**src/rtl/prbs_cfg_loader_if.sv**
```systemverilog
// Byte-stream configuration handshake between the host/sequencer and prbs_cfg_loader.
// A byte transfers on any rising edge where byte_valid && byte_ready.
interface prbs_cfg_loader_if;
    logic [7:0] byte_in;
    logic       byte_valid;
    logic       byte_ready;

    modport master (output byte_in, output byte_valid, input byte_ready);
    modport slave  (input byte_in, input byte_valid, output byte_ready);
endinterface

```
**src/rtl/prbs_cfg_loader.sv**
```systemverilog
// Assembles an MSB-first byte stream into the PRBS seed word and repetition count,
// fires a one-cycle start pulse, then watches pattern_correct under a timeout watchdog.
module prbs_cfg_loader #(
    parameter int data_width       = 32,
    parameter int Repetitive_width = 8,
    parameter int TIMEOUT_CYCLES   = 1024,
    parameter int CNT_W            = 11
) (
    input  logic                        CLK,
    input  logic                        RST,
    prbs_cfg_loader_if.slave            byte_if,
    output logic [data_width-1:0]       prbs_in,
    output logic [Repetitive_width-1:0] prbs_n,
    output logic                        prbs_valid,
    input  logic                        pattern_correct,
    output logic                        busy,
    output logic                        test_pass,
    output logic                        test_fail,
    output logic                        cfg_err
);

    localparam int NBYTES = data_width / 8 + Repetitive_width / 8;
    localparam int BW     = $clog2(NBYTES + 1);
    localparam int TW     = data_width + Repetitive_width;

    typedef enum logic [2:0] {IDLE, LOAD, FIRE, WAIT, ERR} state_t;

    state_t           state, next_state;
    logic [BW-1:0]    byte_cnt, byte_cnt_nxt;
    logic [CNT_W-1:0] tmo_cnt, tmo_cnt_nxt;
    logic [TW-1:0]    cfg_q, cfg_nxt, cfg_shift;
    logic             pass_nxt, fail_nxt;
    logic             xfer;

    assign xfer      = byte_if.byte_valid && byte_if.byte_ready;
    // Shifting in MSB-first leaves the first byte at the top of IN and the last in N.
    assign cfg_shift = {cfg_q[TW-9:0], byte_if.byte_in};
    assign prbs_in   = cfg_q[TW-1 -: data_width];
    assign prbs_n    = cfg_q[Repetitive_width-1:0];
    assign busy      = (state != IDLE);

    always_comb begin
        next_state   = state;
        byte_cnt_nxt = byte_cnt;
        tmo_cnt_nxt  = tmo_cnt;
        cfg_nxt      = cfg_q;
        pass_nxt     = 1'b0;
        fail_nxt     = 1'b0;
        if (xfer) cfg_nxt = cfg_shift;
        unique case (state)
            IDLE: if (xfer) begin
                byte_cnt_nxt = BW'(1);
                next_state   = LOAD;
            end
            LOAD: if (xfer) begin
                if (byte_cnt == BW'(NBYTES - 1)) begin
                    byte_cnt_nxt = '0;
                    next_state   = (cfg_shift[Repetitive_width-1:0] == '0) ? ERR : FIRE;
                end else begin
                    byte_cnt_nxt = byte_cnt + 1'b1;
                end
            end
            FIRE: begin
                tmo_cnt_nxt = '0;
                next_state  = WAIT;
            end
            WAIT: begin
                tmo_cnt_nxt = tmo_cnt + 1'b1;
                if (pattern_correct) begin
                    pass_nxt   = 1'b1;
                    next_state = IDLE;
                end else if (tmo_cnt == CNT_W'(TIMEOUT_CYCLES - 1)) begin
                    fail_nxt   = 1'b1;
                    next_state = IDLE;
                end
            end
            ERR:     next_state = IDLE;
            default: next_state = IDLE;
        endcase
    end

    // All handshake/status outputs are registered from next_state so they track the
    // state they belong to while still reading as zero in the cycle after reset.
    always_ff @(posedge CLK) begin
        if (RST) begin
            state              <= IDLE;
            byte_cnt           <= '0;
            tmo_cnt            <= '0;
            cfg_q              <= '0;
            prbs_valid         <= 1'b0;
            byte_if.byte_ready <= 1'b0;
            test_pass          <= 1'b0;
            test_fail          <= 1'b0;
            cfg_err            <= 1'b0;
        end else begin
            state              <= next_state;
            byte_cnt           <= byte_cnt_nxt;
            tmo_cnt            <= tmo_cnt_nxt;
            cfg_q              <= cfg_nxt;
            prbs_valid         <= (next_state == FIRE);
            byte_if.byte_ready <= (next_state == IDLE) || (next_state == LOAD);
            test_pass          <= pass_nxt;
            test_fail          <= fail_nxt;
            cfg_err            <= (next_state == ERR);
        end
    end

endmodule
```
**src/flat_wrapper.sv**
```systemverilog
// flat-port wrapper written by rule: the top's interface ports become plain ports
module prbs_cfg_loader_flat 
#(
    parameter int data_width       = 32,
    parameter int Repetitive_width = 8,
    parameter int TIMEOUT_CYCLES   = 1024,
    parameter int CNT_W            = 11
)
  (CLK, RST, prbs_in, prbs_n, prbs_valid, pattern_correct, busy, test_pass, test_fail, cfg_err, byte_if_byte_in, byte_if_byte_valid, byte_if_byte_ready);
  prbs_cfg_loader_if byte_if_i ();
  input  logic CLK;
  input  logic RST;
  output logic [data_width-1:0] prbs_in;
  output logic [Repetitive_width-1:0] prbs_n;
  output logic prbs_valid;
  input  logic pattern_correct;
  output logic busy;
  output logic test_pass;
  output logic test_fail;
  output logic cfg_err;
  input wire logic [$bits(byte_if_i.byte_in)-1:0] byte_if_byte_in;
  input wire logic [$bits(byte_if_i.byte_valid)-1:0] byte_if_byte_valid;
  output wire logic [$bits(byte_if_i.byte_ready)-1:0] byte_if_byte_ready;
  assign byte_if_i.byte_in = byte_if_byte_in;
  assign byte_if_i.byte_valid = byte_if_byte_valid;
  assign byte_if_byte_ready = byte_if_i.byte_ready;
  prbs_cfg_loader #(.data_width(data_width), .Repetitive_width(Repetitive_width), .TIMEOUT_CYCLES(TIMEOUT_CYCLES), .CNT_W(CNT_W)) u_core (.CLK(CLK), .RST(RST), .byte_if(byte_if_i), .prbs_in(prbs_in), .prbs_n(prbs_n), .prbs_valid(prbs_valid), .pattern_correct(pattern_correct), .busy(busy), .test_pass(test_pass), .test_fail(test_fail), .cfg_err(cfg_err));
endmodule
```
**config.mk**
```make
export PLATFORM = sky130hd
export DESIGN_NAME = prbs_cfg_loader_flat
export DESIGN_NICKNAME = d
export VERILOG_FILES = /design/src/rtl/prbs_cfg_loader_if.sv /design/src/rtl/prbs_cfg_loader.sv /design/src/flat_wrapper.sv
export SDC_FILE = /design/constraint.sdc
export NUM_CORES = 1
export LEC_CHECK = 0
export ABC_CLOCK_PERIOD_IN_PS = 2400
export CAP_MARGIN = 20
export CORE_ASPECT_RATIO = 1.25
export CORE_MARGIN = 1.5
export CORE_UTILIZATION = 50
export DETAILED_ROUTE_END_ITERATION = 8
export PLACE_DENSITY_LB_ADDON = 0.05
export SYNTH_ARGS = -nofsm -noshare
export SYNTH_HDL_FRONTEND = slang
export SYNTH_SLANG_ARGS = --single-unit
```
**constraint.sdc**
```tcl
create_clock -name CLK -period 2.4 [get_ports CLK]
set_clock_uncertainty 0.05 [all_clocks]
set_input_delay 0.72 -clock CLK [delete_from_list [all_inputs] [get_ports CLK]]
set_output_delay 0.72 -clock CLK [all_outputs]
set_load 0.02 [all_outputs]
```
# ---- Word level (Yosys, flattened, before mapping)
# Cells that the tools add are included.
# Widths: inputs -> output; s select.
dict set report word_totals {
  output_inout_bits 46
  reg_bits 62
  in_bits 12
}
dict set report classes {
  n_addsub 2
  n_mux 14
  n_eq_ne 10
  reduce_logical 11
  bitwise_logic 1
}
# operator n
set ops {}
lappend ops {{$mux 3} 9}
lappend ops {{$pmux 11 s2} 1}
lappend ops {{$pmux 3 s4} 1}
lappend ops {{$add 11x1->11 const B} 1}
lappend ops {{$eq 11x10->1 const B} 1}
lappend ops {{$eq 3x2->1 const B} 3}
lappend ops {{$logic_not 8->1} 1}
lappend ops {{$eq 3x1->1 const B} 2}
lappend ops {{$eq 3x3->1 const B} 2}
lappend ops {{$logic_not 3->1} 2}
lappend ops {{$pmux 3 s2} 1}
lappend ops {{$ne 2x1->1 const B} 2}
lappend ops {{$reduce_bool 2->1} 2}
lappend ops {{$add 3x1->3 const B} 1}
lappend ops {{$reduce_and 3->1} 1}
lappend ops {{$reduce_bool 3->1} 1}
lappend ops {{$reduce_or 3->1} 1}
lappend ops {{$mux 1} 2}
lappend ops {{$reduce_or 2->1} 1}
lappend ops {{$logic_and 1x1->1} 1}
lappend ops {{$logic_or 1x1->1} 1}
lappend ops {{$not 1->1} 1}

# ---- Longest topological paths before layout
# Gate-level depths: netlist of run 1.
dict set report depth {
  word_depth 7
  depth_mapped 5
  depth_no_buf 5
}

# ---- Worst setup path before layout of run 1
# OpenSTA, ideal clock, no wires.
dict set report synth_timing {
  path_kind {register to output}
  start {reg u_core.state[0]}
  end {out busy}
  stages_incl_launch_ff 4
  path_buffers 2
  slack_ps 594
  arrival_ps 1036
  cell_sequence {dfxtp_1 buf_2 buf_6 or3_1}
}
dict set report synth_via {
  elab_chain_len 1
}
# item line
set synth_lines {}
lappend synth_lines {{from (decl)} prbs_cfg_loader.sv:28} ;# state_t state, next_state;
lappend synth_lines {{from (signal assigned)} prbs_cfg_loader.sv:96} ;# state <= next_state;
lappend synth_lines {{$reduce_bool 3->1} prbs_cfg_loader.sv:40} ;# assign busy = (state != IDLE);
lappend synth_lines {{to (decl)} flat_wrapper.sv:17} ;# output logic busy;
# Every way passes these cells.

# ---- Final worst setup path of run 1
# Same ends and word-level chain as after synthesis.

==> impl_metrics.toml, run 1 <==
[timing]
final_hold_viol_count = 0
setup_tns_ns = 0
min_period_ns = 2.340
worstMarginPinSlew_ns = 0.5822
drv_slew = 0
fin_crit_sh_pct = 97.52
setup_viol = 0
slew_headroom_pct = 60.83
fmax_mhz = 427.3
rsz0062_at_grt = "false"

[synth]
synth_area_per_cell_sq_um = 8.270
synth_edf_count = 0
ys_warn_count = 0
synthArstFlopShare_pct = 0
netlist.area_leader.share_pct = 48.41
syn-cell-area_sq_um = 2564
ys_seq_area_share_pct = 48.41
synth_cell_types = 44
ys.flop_type = "dfxtp_1"
synth_seq_cells = 62
netlist_top_cells_area = "dfxtp_1 48%, nand2_1 13%, a21oi_1 9.8%"
synth.net_count = 325
yosysTopAreaCell = "dfxtp_1"
synth_cells = 310

[final_layout]
final-instance-count-excl-fill = 426
finish.net_count = 377
n_antenna_cell = 0
syn_to_final_growth_pct = 31.09
drive_gt1_share_pct = 7.650

[route]
drtIter0Drc = 150
viasPerCell = 5.312
routed_wl_mm = 5.757
drcViolationCount = 0
avgRoutedWirePerCell_microns = 13.51
first_pass_iters = 4
ant_nets = 0
vias = 2263

[floorplanning]
core_sq_um = 4835
start_util_pct = 53.03
dieWidth_microns = 67.05
die_area_sq_um = 5569
row_count = 28
io_pins = 58
die-height_microns = 83.06

[hold_path]
min_path_cells = 2
min_path_type = "reg2reg"
hp-start = "u_core.cfg_q[36]$_SDFFE_PP0P_"
hold_end = "u_core.cfg_q[36]$_SDFFE_PP0P_"

[cts]
cts_resized = 0
post-cts-setup-buffers = 0
clock-sinks = 62
h-tree-depth = 3
clkTransAtPathRegs_ns = 0.07
cts_made_buffers = 9
cts_hold_buf = 0
clockRootBuffer = "clkbuf_8"
cts_tree = "done"
clockBufferDepth = 2
clock_latency_ns = 0.33

[worst_setup_path]
start_kind = "flip-flop"
criticalPathCategory = "reg2out"
rr_endpoint = "u_core.byte_if.byte_ready$_SDFF_PP0_"
end_kind = "output pin"
r2r_cells = 4
required_ns = 1.63
r2r-start = "u_core.tmo_cnt[0]$_SDFFE_PP0P_"
crit_fanout = 2
r2r_slack_ns = 0.72
arrival_ns = 1.57

[pwr]
p_leak_nw = 1.136
sw_frac_of_total_pct = 22.49
pwr_density_cell_nw_per_um2 = 635.7
power_mw = 2.136
comb_power_share_pct = 6.6
seqPwrFrac_pct = 49.2
p_int_mw = 1.656
p_clk_share_pct = 44.2
peakVddDrop_uv = 470.8
p_switching_uw = 480.4

[grt]
grt_use_met2_pct = 33.57
grt_pass1_vias = 2067
grt.busiest_layer = "met2"
use_met1_pct = 29.29
use_met3_pct = 7.453
grt_remaining_overflow = 0
grt_antenna_before_repair = 0
grt.total_usage_pct = 22.22
grt_pass1_wl_mm = 9.597
grt_max_degree = 46

[placed_design]
placedCellCount = 411
place_congestion = 0.8657
port_buffers = 57
place_hpwl_mm = 3.814

[run_status]
outcome = "completed"

[run]
maxCapViolCount = 0
-- how the worst max path moves through the flow --
stage / from / endpoint / slack (ns) / cells after the start
floorplan: u_core.state[0]$_SDFF_PP0_ / busy / 0.59 / 3
global placement: byte_if_byte_in[4] / u_core.state[1]$_SDFF_PP0_ / 0.13 / 4
detailed placement: byte_if_byte_in[4] / u_core.state[1]$_SDFF_PP0_ / 0.11 / 4
CTS: u_core.state[0]$_SDFF_PP0_ / busy / 0.04 / 2
global route: u_core.state[0]$_SDFF_PP0_ / busy / 0.009 / 2
finish: u_core.state[0]$_SDFF_PP0_ / busy / 0.06 / 2
-- power groups by stage --
stage / Combinational [mW] / Clock [mW] / Sequential, mW
5_1_grt: 0.154 / 1.01 / 1.05
2_1_floorplan: 0.0687 / 0 / 1.09
6_report: 0.140 / 0.945 / 1.05
4_1_cts: 0.141 / 0.956 / 1.05
3_5_place_dp: 0.140 / 0 / 1.07
3_3_place_gp: 0.140 / 0 / 1.07
-- state kept, by name (all words and copies together) (netlist names) --
| name | flops |
|---|---|
| u_core.cfg_q | 40 |
| u_core.cfg_err | 1 |
| u_core.test_fail | 1 |
| u_core.prbs_valid | 1 |
| u_core.state | 3 |
| u_core.tmo_cnt | 11 |
| u_core.byte_cnt | 3 |
| u_core.byte_if.byte_ready | 1 |
| u_core.test_pass | 1 |
-- cell usage after synthesis (all sizes together) (2+ instances only) --
| cell | number |
|---|---|
| a21oi | 50 |
| a31oi | 3 |
| and2 | 2 |
| and3 | 5 |
| buf | 9 |
| clkbuf | 13 |
| dfxtp | 62 |
| ha | 3 |
| inv | 6 |
| mux2i | 2 |
| nand2 | 90 |
| nand2b | 3 |
| nand3 | 8 |
| nand3b | 3 |
| nand4 | 5 |
| nand4b | 2 |
| nor2 | 4 |
| nor2b | 2 |
| nor3b | 2 |
| nor4 | 5 |
| nor4bb | 2 |
| o2111ai | 2 |
| o211ai | 3 |
| o21ai | 2 |
| o311ai | 3 |
| o31ai | 2 |
| o41ai | 2 |
| or3 | 2 |
| or4 | 4 |
-- cell type report --
type,count,area [sq um]
multi-input combinational,220,1179
clock buffer,12,165.2
tap,60,75.07
fill,414,1474
sequential,62,1241
timing repair buffer,63,635.6
clock inverter,3,42.54
inverter,6,22.52
-- through the flow --
stage               setup WS, ns  hold slack (ns)  utilization, %  instance area (sq um)
floorplan                 0.5938           0.4093               -                   2564
global placement          0.1344           0.3912           65.22                   3153
detailed placement        0.1100           0.3987           65.22                   3153
CTS                      0.04154           0.4079           69.51                   3361
global route            0.008676           0.4315           69.51                   3361
finish                   0.05952           0.4035           69.51                   3361
-- layout by cell type, fill, tap and decap left out, types with 2 or more instances in the layout --
cell type / count
a21oi_1: 50
a31oi_1: 3
and2_1: 2
and3_1: 4
buf_12: 2
buf_4: 4
clkbuf_8: 12
clkdlybuf4s50_1: 56
dfxtp_1: 62
ha_1: 3
inv_1: 6
mux2i_1: 2
nand2_1: 90
nand2b_1: 3
nand3_1: 7
nand3b_1: 3
nand4_1: 5
nand4b_1: 2
nor2_1: 4
nor2b_1: 2
nor3b_1: 2
nor4_1: 5
nor4bb_1: 2
o2111ai_1: 2
o211ai_1: 3
o21ai_0: 2
o311ai_0: 3
o31ai_1: 2
o41ai_1: 2
or3_1: 2
or4_1: 4
-- routing by layer --
layer	part of all wire (%)	vias up	wire length (microns)
met5	0	-	0
met1	46	1019	2656
met4	0.83	0	48
li1	-	1182	-
met3	5.9	4	340
met2	47	58	2711
-- critical path: stages, from the launching register on --
cell and delay (ns):
dfxtp_1 0.31, or3_1 0.38, clkdlybuf4s50_1 0.55
-- kinds of logic (layout without fill, tap and decap cells) --
group | count (synthesis) | count (layout) | synth area share, %
multiplexers | 2 | 2 | 0.7809
flip-flops | 62 | 62 | 48.41
buffers and inverters | 28 | 84 | 5.612
AO/OA/AOI/OAI | 71 | 71 | 16.15
adder cells (fa/ha/maj) | 3 | 3 | 1.464
AND/OR/NAND/NOR | 144 | 144 | 27.57
(Power assumes the default switching activity.)
==> inputs of run 2 (changes only) <==
--- a/config.mk
+++ b/config.mk
@@ -5,13 +5,15 @@
 export SDC_FILE = /design/constraint.sdc
 export NUM_CORES = 1
 export LEC_CHECK = 0
-export ABC_CLOCK_PERIOD_IN_PS = 2400
+export ABC_CLOCK_PERIOD_IN_PS = 2200
 export CAP_MARGIN = 20
 export CORE_ASPECT_RATIO = 1.25
 export CORE_MARGIN = 1.5
 export CORE_UTILIZATION = 50
 export DETAILED_ROUTE_END_ITERATION = 8
 export PLACE_DENSITY_LB_ADDON = 0.05
+export RECOVER_POWER = 100
+export SKIP_LAST_GASP = 1
 export SYNTH_ARGS = -nofsm -noshare
 export SYNTH_HDL_FRONTEND = slang
 export SYNTH_SLANG_ARGS = --single-unit
==> constraint.sdc (replaced) <==
create_clock -name CLK -period 2.2 [get_ports CLK]
set_clock_uncertainty 0.05 [all_clocks]
set_input_delay 0.66 -clock CLK [delete_from_list [all_inputs] [get_ports CLK]]
set_output_delay 0.66 -clock CLK [all_outputs]
set_load 0.02 [all_outputs]
==> run 2 against run 1 <==
Net effect: cell area about the same; register-to-register slack worse by 0.39 ns; die area unchanged; power rose by 8.8%; global-route usage rose by 0.49 points; worst setup slack better by 0.030 ns; critical endpoint is now prbs_in[11]; sequential share of layout area about the same; sequential power grew 9.5%; clock power increased by 9%; non-clock buffer count grew 3.
==> impl_metrics.toml, run 2 (synthesis results as in run 1) <==
[run_status]
outcome = "completed"

[floorplanning]
io_pins = 58
row_count = 28
core_sq_um = 4835
die_area_sq_um = 5569
start_util_pct = 53.03
dieWidth_microns = 67.05
die-height_microns = 83.06

[timing]
drv_slew = 0
rsz0062_at_grt = "false"
holdWs_ns = 0.4009
worstMarginPinSlew_ns = 0.8624
final_hold_viol_count = 0
setup_viol = 0
setup_tns_ns = 0
fin_crit_sh_pct = 95.94
min_period_ns = 2.111
slew_headroom_pct = 42.51
fmax_mhz = 473.8

[pwr]
pwr_density_cell_nw_per_um2 = 690.9
peakVddDrop_uv = 438.8
p_leak_nw = 1.291

[final_layout]
regMostFlops = "u_core.cfg_q"
drive_gt1_share_pct = 7.568
layout_commonest_cell = "nand2_1"
final_area_sq_um = 3363
largest_register_ffs = 40
top_regs = "u_core.cfg_q x40, u_core.tmo_cnt x11"
nFillCells = 416
syn_to_final_growth_pct = 31.19
finish.net_count = 380
final-instance-count-excl-fill = 430
final_cell_mix = "90 x nand2_1, 62 x dfxtp_1, 50 x a21oi_1, 44 x dlygate4sd3_1, 11 x clkdlybuf4s50_1"
n_antenna_cell = 0

[hold_path]
min_path_type = "reg2reg"
hp-start = "u_core.cfg_q[34]$_SDFFE_PP0P_"
min_path_cells = 2
hold_end = "u_core.cfg_q[34]$_SDFFE_PP0P_"

[route]
drtIter0Drc = 198
vias = 2343
wl_met1_mm = 2.677
routed_wl_mm = 5.953
route.met3.wl_microns = 308
viasPerCell = 5.449
top_layer = "met4"
ant_nets = 0
first_pass_iters = 6
drcViolationCount = 0
avgRoutedWirePerCell_microns = 13.84
met2WireLength_mm = 2.893

[placed_design]
placedCellCount = 414
place_hpwl_mm = 3.906
port_buffers = 57
dpl_cell_area_sq_um = 3188
place_congestion = 0.8987

[worst_setup_path]
criticalPathCategory = "reg2out"
r2r_cells = 4
r2r-start = "u_core.tmo_cnt[0]$_SDFFE_PP0P_"
start_kind = "flip-flop"
cp_slowest_cell = "dlygate4sd3_1"
cpLargestDelayFamily = "buffers and inverters"
required_ns = 1.49
critPathMaxStageDelay_ns = 0.69
crit_fanout = 3
worstSetupStartpoint = "u_core.cfg_q[19]$_SDFFE_PP0P_"
critPathBufInv = 1
cp_num_cells = 1
r2r_slack_ns = 0.33
arrival_ns = 1.40
crit_chain = "dlygate4sd3_1"
rr_endpoint = "u_core.byte_if.byte_ready$_SDFF_PP0_"
end_kind = "output pin"

[grt]
grt_pass1_wl_mm = 9.901
grt_antenna_before_repair = 0
grt_pass1_vias = 2048
grt.total_usage_pct = 22.71
grt_max_degree = 46
grt_remaining_overflow = 0

[cts]
post-cts-setup-buffers = 0
clock_latency_ns = 0.34
cts_tree = "done"
clock-sinks = 62
h-tree-depth = 3
clockRootBuffer = "clkbuf_8"
cts_made_buffers = 9
clockBufferDepth = 2
clkTransAtPathRegs_ns = 0.08

[run]
maxCapViolCount = 0
[run 2: worst max path at each step]
stage                                      end  slack (ns)
finish                             prbs_in[11]        0.09
floorplan                                 busy        0.45
CTS                         byte_if_byte_ready        0.11
global placement    u_core.state[1]$_SDFF_PP0_       0.008
detailed placement  u_core.state[1]$_SDFF_PP0_       -0.02
global route                        prbs_in[9]        0.03
[run 2: stage by stage]
stage	util (%)	worst slack, ns	total power, mW
finish	69.57	0.08924	2.324
global route	69.57	0.03081	2.412
CTS	70.24	0.1132	2.348
detailed placement	65.94	-0.02454	1.332
global placement	65.94	0.007923	1.330
floorplan	-	0.4538	1.259
[run 2: area by class of cell]
class                           instances  area (sq um)  area share, %
Clock buffer                           10         137.6          4.092
Clock inverter                          6         71.32          2.121
Inverter                                6         22.52         0.6696
Multi-Input combinational cell        220          1166          34.67
Sequential cell                        62          1241          36.90
Tap cell                               60         75.07          2.232
Timing Repair Buffer                   66         649.4          19.31
[run 2: layer usage]
metal / GRT usage [%] / vias up
met5: 0 / -
met1: 30.29 / 1070
met4: 7.236 / 0
li1: - / 1197
met2: 34.65 / 69
met3: 7.046 / 7
[run 2: what timing repair did]
action,4_1_cts,5_1_grt
hold buffers,0,0
endpoints found under the setup margin,1,0
gates resized for setup,1,0
[run 2: where the power goes]
group | internal [mW] | total, mW | switching, mW
Clock | 0.559 | 1.03 | 0.469
Combinational | 0.0592 | 0.150 | 0.0910
Sequential | 1.14 | 1.15 | 0.00997
Total | 1.75 | 2.32 | 0.570
==> inputs of run 3 (changes only) <==
--- a/config.mk
+++ b/config.mk
@@ -13,6 +13,7 @@
 export DETAILED_ROUTE_END_ITERATION = 8
 export PLACE_DENSITY_LB_ADDON = 0.05
 export RECOVER_POWER = 100
+export SETUP_SLACK_MARGIN = 0.4
 export SKIP_LAST_GASP = 1
 export SYNTH_ARGS = -nofsm -noshare
 export SYNTH_HDL_FRONTEND = slang
==> run 3 against run 2 <==
Net effect: core utilization rose by 0.16 points; maximum frequency rose by 7.6%; sequential share of layout area fell by 0.082 points; sequential power barely moved; global-route usage rose by 0.14 points; clock power barely moved; routed wire length rose by 0.99%; first-iteration DRC count rose by 24%; die area did not move; final cell count did not move; power barely moved; critical path depth rose by 3; critical endpoint is now u_core.state[2]$_SDFF_PP0_; largest cell class unchanged.
==> impl_metrics.toml, run 3 (synthesis results as in run 1) <==
[final_layout]
drive_gt1_share_pct = 8.649
top_regs = "u_core.cfg_q x40, u_core.tmo_cnt x11"
regMostFlops = "u_core.cfg_q"
fin_util_pct = 69.72
final_cell_mix = "90 x nand2_1, 62 x dfxtp_1, 50 x a21oi_1, 28 x dlygate4sd2_1, 15 x clkdlybuf4s25_1"
nFillCells = 419
finish.net_count = 380
syn_to_final_growth_pct = 31.48
largest_register_ffs = 40
layout_commonest_cell = "nand2_1"
n_antenna_cell = 0

[pwr]
pwr_density_cell_nw_per_um2 = 689.6
power_mw = 2.325
p_clk_share_pct = 44.0
peakVddDrop_uv = 436.6
sw_frac_of_total_pct = 24.51
p_int_mw = 1.755
p_switching_uw = 569.8
seqPwrFrac_pct = 49.3
comb_power_share_pct = 6.7
p_leak_nw = 1.309

[worst_setup_path]
crit_fanout = 7
start_kind = "input port"
criticalPathCategory = "in2reg"
required_ns = 2.37
r2r_slack_ns = 0.33
crit_chain = "dlygate4sd3_1, and4bb_1, nand2_1, nor4_1"
arrival_ns = 2.14
end_kind = "flip-flop"
critPathMaxStageDelay_ns = 0.61
cp_slowest_cell = "dlygate4sd3_1"
r2r_cells = 4

[placed_design]
place_hpwl_mm = 3.906
place_congestion = 0.8987
port_buffers = 57

[cts]
clockRootBuffer = "clkbuf_8"
cts_hold_buf = 0
clock-sinks = 62
clock_latency_ns = 0.34
post-cts-setup-buffers = 0
cts_tree = "done"
cts_made_buffers = 9
clkTransAtPathRegs_ns = 0.08
clockBufferDepth = 2
h-tree-depth = 3

[floorplanning]
dieWidth_microns = 67.05
io_pins = 58
start_util_pct = 53.03
die_area_sq_um = 5569
die-height_microns = 83.06
row_count = 28
core_sq_um = 4835

[grt]
grt_pass1_vias = 2061
grt_pass1_wl_mm = 9.984
grt_antenna_before_repair = 0
grt.total_usage_pct = 22.85
grt.busiest_layer = "met2"
grt_remaining_overflow = 0
grt_max_degree = 46
use_met3_pct = 5.827
grt_use_met2_pct = 35.28
use_met1_pct = 30.38

[timing]
rsz0062_at_grt = "true"
fmax_mhz = 510.0
final_hold_viol_count = 0
drv_slew = 0
min_period_ns = 1.961
worstMarginPinSlew_ns = 0.8804
fin_crit_sh_pct = 89.13
setup_viol = 0
slew_headroom_pct = 41.31

[hold_path]
min_path_cells = 2
min_path_type = "reg2reg"

[route]
first_pass_iters = 5
drtIter0Drc = 245
ant_nets = 0
avgRoutedWirePerCell_microns = 13.98
drcViolationCount = 0
viasPerCell = 5.423
routed_wl_mm = 6.012
vias = 2332

[run_status]
outcome = "completed"

[run]
maxCapViolCount = 0
-- run 3: cell types whose count changed in the layout (fill, tap and decap cells not counted), moves of 2 or more --
cell,change
or4_4,+2
dlygate4sd2_1,+27
clkdlybuf4s25_1,+15
clkbuf_1,+3
dlymetal6s2s_1,+4
buf_6,+2
clkdlybuf4s50_1,-6
or4_1,-2
dlygate4sd3_1,-43
-- run 3: repair_timing --
| item | CTS | global route |
|---|---|---|
| endpoints found under the setup margin | 50 | 22 |
| pin swaps | 0 | 4 |
| gates resized for setup | 51 | 36 |
-- run 3: power groups by stage --
stage | registers (mW) | logic [mW] | clock network [mW]
5_1_grt | 1.15 | 0.168 | 1.10
4_1_cts | 1.15 | 0.154 | 1.04
3_5_place_dp | 1.17 | 0.160 | 0
3_3_place_gp | 1.17 | 0.159 | 0
2_1_floorplan | 1.18 | 0.0750 | 0
6_report | 1.15 | 0.155 | 1.02
-- run 3: final timing paths --
| path | start | endpoint |
|---|---|---|
| setup / recovery | byte_if_byte_valid | u_core.state[2]$_SDFF_PP0_ |
| hold / removal | u_core.cfg_q[34]$_SDFFE_PP0P_ | u_core.cfg_q[34]$_SDFFE_PP0P_ |
| setup reg to reg | u_core.tmo_cnt[0]$_SDFFE_PP0P_ | u_core.byte_if.byte_ready$_SDFF_PP0_ |
| hold reg to reg | u_core.cfg_q[34]$_SDFFE_PP0P_ | u_core.cfg_q[34]$_SDFFE_PP0P_ |
-- run 3: through the flow --
step           hold slack (ns)  instances  worst slack, ns   TNS, ns  instance area [sq um]
2_1_floorplan           0.4093        310           0.4538         0                   2564
3_3_place_gp            0.3906        414         0.007923         0                   3188
3_5_place_dp            0.3965        414         -0.02454  -0.02454                   3188
4_1_cts                 0.4038        430           0.1628         0                   3358
5_1_grt                 0.4264        430           0.2034         0                   3371
6_report                0.4012        430           0.2391         0                   3371
-- run 3: per-layer routing --
layer	part of all wire, %	routed length (microns)
met5	0	0
met4	1.2	70
met1	45	2689
met3	5.7	345
met2	48	2906
-- run 3: critical path: cells and delay by family --
family                 cells  cell delay (ns)
AND/OR/NAND/NOR            3             0.87
buffers and inverters      1             0.61
-- run 3: cell type report --
cell class                 instances  area, sq um  area share (%)
clock buffer                      10        137.6           4.083
clock inverter                     6        71.32           2.116
inverter                           6        22.52          0.6682
multi-input combinational        220         1194           35.41
sequential                        62         1241           36.82
tap                               60        75.07           2.227
timing repair buffer              66        629.4           18.67
